===== src/rtl/edgegen.sv =====
// Edge/pulse generator: turns one request into a setup/pulse/final sequence on masked output bits.
// Optional macro EDGEGEN_GAP_EN adds GAP idle cycles (req_ready low) starting with the done cycle.
module edgegen #(
    parameter int DW  = 32,
    parameter int CW  = 8,
    parameter int GAP = 2
) (
    input  logic          clk,
    input  logic          reset,
    input  logic [1:0]    cfg,
    input  logic          req_valid,
    output logic          req_ready,
    input  logic [DW-1:0] mask,
    input  logic [CW-1:0] width,
    output logic [DW-1:0] out,
    output logic          busy,
    output logic          done
);

    localparam int GW = 16;

    typedef enum logic [1:0] {
        S_IDLE  = 2'd0,
        S_SETUP = 2'd1,
        S_PULSE = 2'd2,
        S_GAP   = 2'd3
    } state_t;

`ifdef EDGEGEN_GAP_EN
    localparam bit GAP_ON = (GAP > 0);
`else
    localparam bit GAP_ON = 1'b0;
`endif

    localparam state_t        FIN_STATE = GAP_ON ? S_GAP : S_IDLE;
    localparam logic [GW-1:0] GAP_LOAD  = GW'(GAP - 1);

    state_t        r_state;
    logic [DW-1:0] r_out;
    logic          r_done;
    logic [CW-1:0] r_cnt;
    logic [GW-1:0] r_gcnt;
    logic [DW-1:0] r_mask;
    logic [CW-1:0] r_wid;
    logic          r_act;
    logic          w_accept;

    function automatic logic [DW-1:0] f_drive(input logic [DW-1:0] cur,
                                              input logic [DW-1:0] m,
                                              input logic          lvl);
        return (cur & ~m) | (m & {DW{lvl}});
    endfunction

    // Pulse length W is max(width,1); the counter holds W-1 so exactly W PULSE cycles run.
    function automatic logic [CW-1:0] f_load(input logic [CW-1:0] wid);
        return (wid == '0) ? '0 : (wid - CW'(1));
    endfunction

    assign req_ready = (r_state == S_IDLE);
    assign busy      = ~req_ready;
    assign done      = r_done;
    assign out       = r_out;
    assign w_accept  = req_valid & req_ready;

    // Request capture: only meaningful after an accept, so left without reset.
    always_ff @(posedge clk) begin
        if (w_accept) begin
            r_mask <= mask;
            r_wid  <= width;
            r_act  <= ~cfg[1];
        end
    end

    always_ff @(posedge clk or posedge reset) begin
        if (reset) begin
            r_state <= S_IDLE;
            r_out   <= '0;
            r_done  <= 1'b0;
            r_cnt   <= '0;
            r_gcnt  <= '0;
        end else begin
            r_done <= 1'b0;
            case (r_state)
                S_IDLE: begin
                    if (req_valid) begin
                        case (cfg)
                            2'b00: begin
                                r_done  <= 1'b1;
                                r_state <= FIN_STATE;
                                r_gcnt  <= GAP_LOAD;
                            end
                            2'b11: begin
                                r_out   <= r_out ^ mask;
                                r_done  <= 1'b1;
                                r_state <= FIN_STATE;
                                r_gcnt  <= GAP_LOAD;
                            end
                            default: begin
                                // Pre-level is the inverse of the active level: 0 for rising, 1 for falling.
                                r_out   <= f_drive(r_out, mask, cfg[1]);
                                r_state <= S_SETUP;
                            end
                        endcase
                    end
                end
                S_SETUP: begin
                    r_out   <= f_drive(r_out, r_mask, r_act);
                    r_cnt   <= f_load(r_wid);
                    r_state <= S_PULSE;
                end
                S_PULSE: begin
                    if (r_cnt == '0) begin
                        r_out   <= f_drive(r_out, r_mask, ~r_act);
                        r_done  <= 1'b1;
                        r_state <= FIN_STATE;
                        r_gcnt  <= GAP_LOAD;
                    end else begin
                        r_cnt <= r_cnt - CW'(1);
                    end
                end
                S_GAP: begin
                    if (r_gcnt == '0) begin
                        r_state <= S_IDLE;
                    end else begin
                        r_gcnt <= r_gcnt - GW'(1);
                    end
                end
                default: r_state <= S_IDLE;
            endcase
        end
    end

endmodule


===== config.mk =====
export PLATFORM = sky130hd
export DESIGN_NAME = edgegen
export DESIGN_NICKNAME = d
export VERILOG_FILES = /design/src/rtl/edgegen.sv
export SDC_FILE = /design/constraint.sdc
export NUM_CORES = 1
export LEC_CHECK = 0
export BUFFER_PORTS_ARGS = -buffer_cell sky130_fd_sc_hd__clkbuf_2
export CORE_AREA = 2 2 159 99
export DETAILED_ROUTE_END_ITERATION = 16
export DIE_AREA = 0 0 161 101
export GPL_ROUTABILITY_DRIVEN = 0
export SLEW_MARGIN = 25
export SYNTH_ARGS = -nofsm -noshare
export SYNTH_HDL_FRONTEND = slang
export SYNTH_SLANG_ARGS = --single-unit

===== constraint.sdc =====
create_clock -name clk -period 3 [get_ports clk]
set_input_delay 0.15 -clock clk [delete_from_list [all_inputs] [get_ports clk]]
set_output_delay 0.15 -clock clk [all_outputs]
set_load 0.02 [all_outputs]

==> impl_results.md <==
* Per-cell routed wire length at 17.7 um
* Count of buffers from port buffering at 79
* Prevailing post-synth register cell: dfrtp_1
* Clock Sink Count at 100
* Final clock skew at 0.0102 ns
* Final setup margin at 0.508 ns
* Number of diodes at 0
* TritonCTS clock tree: done
* Number of slew-limit violations in the final report at 0
* Worst flop-to-flop path startpoint: r_gcnt[2]
* Fmax at 0.401 GHz
* Maximum number of pins on one net before global-route repair at 45
* Result of the run: finished, final reports clean
* Average footprint of a synthesized cell at 10.5 um2
* Mapped Cells at 496
* EDFF count, synth at 41
* Type of the worst setup path: reg -> reg
* Number of core rows at 35
* Number of buffers on the longest clock path at 2
* Routed via count at 4367
* FILL cells at 1431
* Floorplan Core Area at 0.0149 mm2
* Synth top area cells: dfrtp_1 (28%), edfxtp_1 (24%), a21oi_1 (6.3%)
* Detailed placer's ending HPWL at 9.50 mm
* Leading area contributor after synthesis: dfrtp_1
* #FFs+latches synth at 100
* Minimum setup slack among reg-to-reg paths at 0.51 ns
* Slew at the pin closest to its max-slew limit at 0.835 ns
* Full die area at 0.0163 mm2
* Number of global-route vias before repair at 4195
* Share of synthesized cell area in full adder, half adder and majority cells at 2.41%
* Sequential area share after synthesis at 52.1%
* Worst r2r dst: r_state[1]
* Cell area power density at 1020 mW/mm2
* Pleak at 2.53 nW
* Worst slack at placement at 0.568 ns
* Final worst path period need at 2.49 ns
* Global-route total usage across every layer at 17.1%
* Vias per Instance at 5.51
* Post-synthesis compound-gate area fraction at 19.4%
* CP Launch Point: r_gcnt[2]
* Signed area change from the synthesized netlist to the final layout at 21.2%
* Starting Density at 34.9%
* Simple-gate area share of the yosys netlist at 16.6%
* Layout Cells excl Fill at 792
* Overall power of the completed layout at 6.41 mW
* Final-report setup violation count at 0
* Count of placed standard cells including taps at 763
* Floorplan die width at 161 um
* Source-to-sink clock delay at the later pin of the worst-skew pair at 0.35 ns
* Total negative slack for setup checks at 0 ns
* Req. time, crit path at 3.23 ns
* Number of H-tree branching levels at 3
* Async SR Flop Fraction at 59.0%
* Synth Area in XOR/XNOR at 1.01%
* Syn. warnings at 0
* Max-capacitance violation count at 0
* Clock-pin slew on the worst setup and hold paths at 0.08 ns
* Period utilization at 83.1%
* Number of nets in the layout at 639
* Synthesized Nets at 551
* Detailed-router iteration count before antenna repair at 5
* CTS Root Cell: clkbuf_16
* Arrival time at the worst endpoint at 2.72 ns
* Crit Path Max Fanout at 8
* Remaining Overflow, GRT at 0
* Count of routing violations after the opening detailed-route iteration at 335
* Max-Slew Margin vs Limit at 44.3%
* Critical path endpoint category: flip-flop
* Most frequent cell after synthesis: a21oi_1
* Post-cts repair resize count at 0
* Unrepaired setup endpoints after global routing: no
* Distinct cell type count of the synthesized netlist at 57
* Cells on worst reg2reg path at 5
* DRC viols at 0
* Worst Setup EP: r_state[1]
* Post-synth design cell area at 0.00519 mm2
* Mux contribution to synthesized area at 4.82%
* Fraction of post-synthesis cell area in the top cell type by area at 28.4%
* Number of nets still failing antenna checks after routing at 0
* Worst IR Drop VDD at 435 uV
* Startpoint Class: flip-flop
* Type of the tightest min-delay check: in -> reg
* Number of hold-slack violations in the final timing report at 0
* Combinational family with the most area after synthesis: compound AO/OA/AOI/OAI gates
* Total CTS buffers at 9
* Post-synth top cells: a21oi_1 (65), dfrtp_1 (59), nand2_1 (46), edfxtp_1 (41), a211oi_1 (32)
* Antenna violations before repair at 0
* Post-detailed-routing wire length at 14.0 mm
* Ratio of cells with drive above 1 in the final layout at 23.6%
* First-pass GRT wire length at 21.9 mm
* Number of top-level pins at 80
* Height of the die at 101 um
[metrics by stage]
step	utilization, %	hold slack (ns)	area [um2]
finish	42.3	0.00767	6290
global route	42.3	0.00331	6290
CTS	42.2	0.000392	6280
detailed placement	39.4	0.329	5870
global placement	39.4	0.331	5870
floorplan	-	0.249	5190
[where the power goes]
group / internal (mW) / leakage (nW) / switching, mW
sequential: 1.90 / 1.09 / 0.375
combinational: 1.09 / 1.30 / 1.85
clock: 0.670 / 0.139 / 0.521
total: 3.67 / 2.53 / 2.75
[critical path, stage by stage (launching register included)]
cell and delay, ns:
dfrtp_1 0.45, or4_1 0.72, nor4_4 0.32, nand2_1 0.14, a221o_1 0.42, mux2_4 0.31
[layout make-up]
| cell class | instances | area [um2] | share of cell area (%) |
|---|---|---|---|
| Clock buffer | 12 | 246 | 3.92 |
| Clock inverter | 4 | 50.0 | 0.795 |
| Inverter | 20 | 76.3 | 1.21 |
| Multi-Input combinational cell | 347 | 2320 | 36.8 |
| Sequential cell | 100 | 2710 | 43.0 |
| Tap cell | 203 | 254 | 4.03 |
| Timing Repair Buffer | 106 | 643 | 10.2 |
[per-layer routing]
layer,GRT usage (%),up-vias,wire (um)
met1,24.0,2159,6770
li1,-,2061,-
met5,0,-,0
met2,27.2,131,6330
met3,3.46,16,735
met4,4.88,0,199
[cells by family after synthesis]
logic type / count (synthesis)
buf+inv: 49
compound gates: 159
simple gates: 150
fa+ha+maj: 10
flops: 100
xor+xnor: 6
mux: 22
[placed cells by master (no fill, tap or decap), types with 4 or more instances in the layout]
master / instances
mux2_2: 20
nor4b_1: 19
clkbuf_16: 9
buf_4: 13
edfxtp_1: 41
a211oi_1: 32
o31ai_1: 7
nand4_1: 4
and3_1: 14
nand2b_1: 9
a21oi_1: 65
o21ai_1: 9
ha_1: 9
or4_1: 6
nand2_1: 46
dfrtp_1: 59
clkbuf_2: 79
nor2_1: 16
or3_1: 6
o21ai_0: 17
nand3_1: 8
a31oi_1: 4
dlygate4sd3_1: 13
inv_1: 18
[worst min path at each step]
stage	from	to	slack (ns)	depth (start not counted)
2_1_floorplan	mask[0]	r_mask[0]	0.25	0
3_3_place_gp	width[6]	r_wid[6]	0.33	1
3_5_place_dp	width[2]	r_wid[2]	0.33	1
4_1_cts	mask[20]	r_mask[20]	0.0004	1
5_1_grt	mask[22]	r_mask[22]	0.003	1
6_report	mask[22]	r_mask[22]	0.008	1
[timing repair]
item / in CTS / in global routing
hold buffers: 12 / 1
buffers inserted: 0 / 0
hold endpoints to repair: 12 / 8
(Power assumes the default switching activity.)
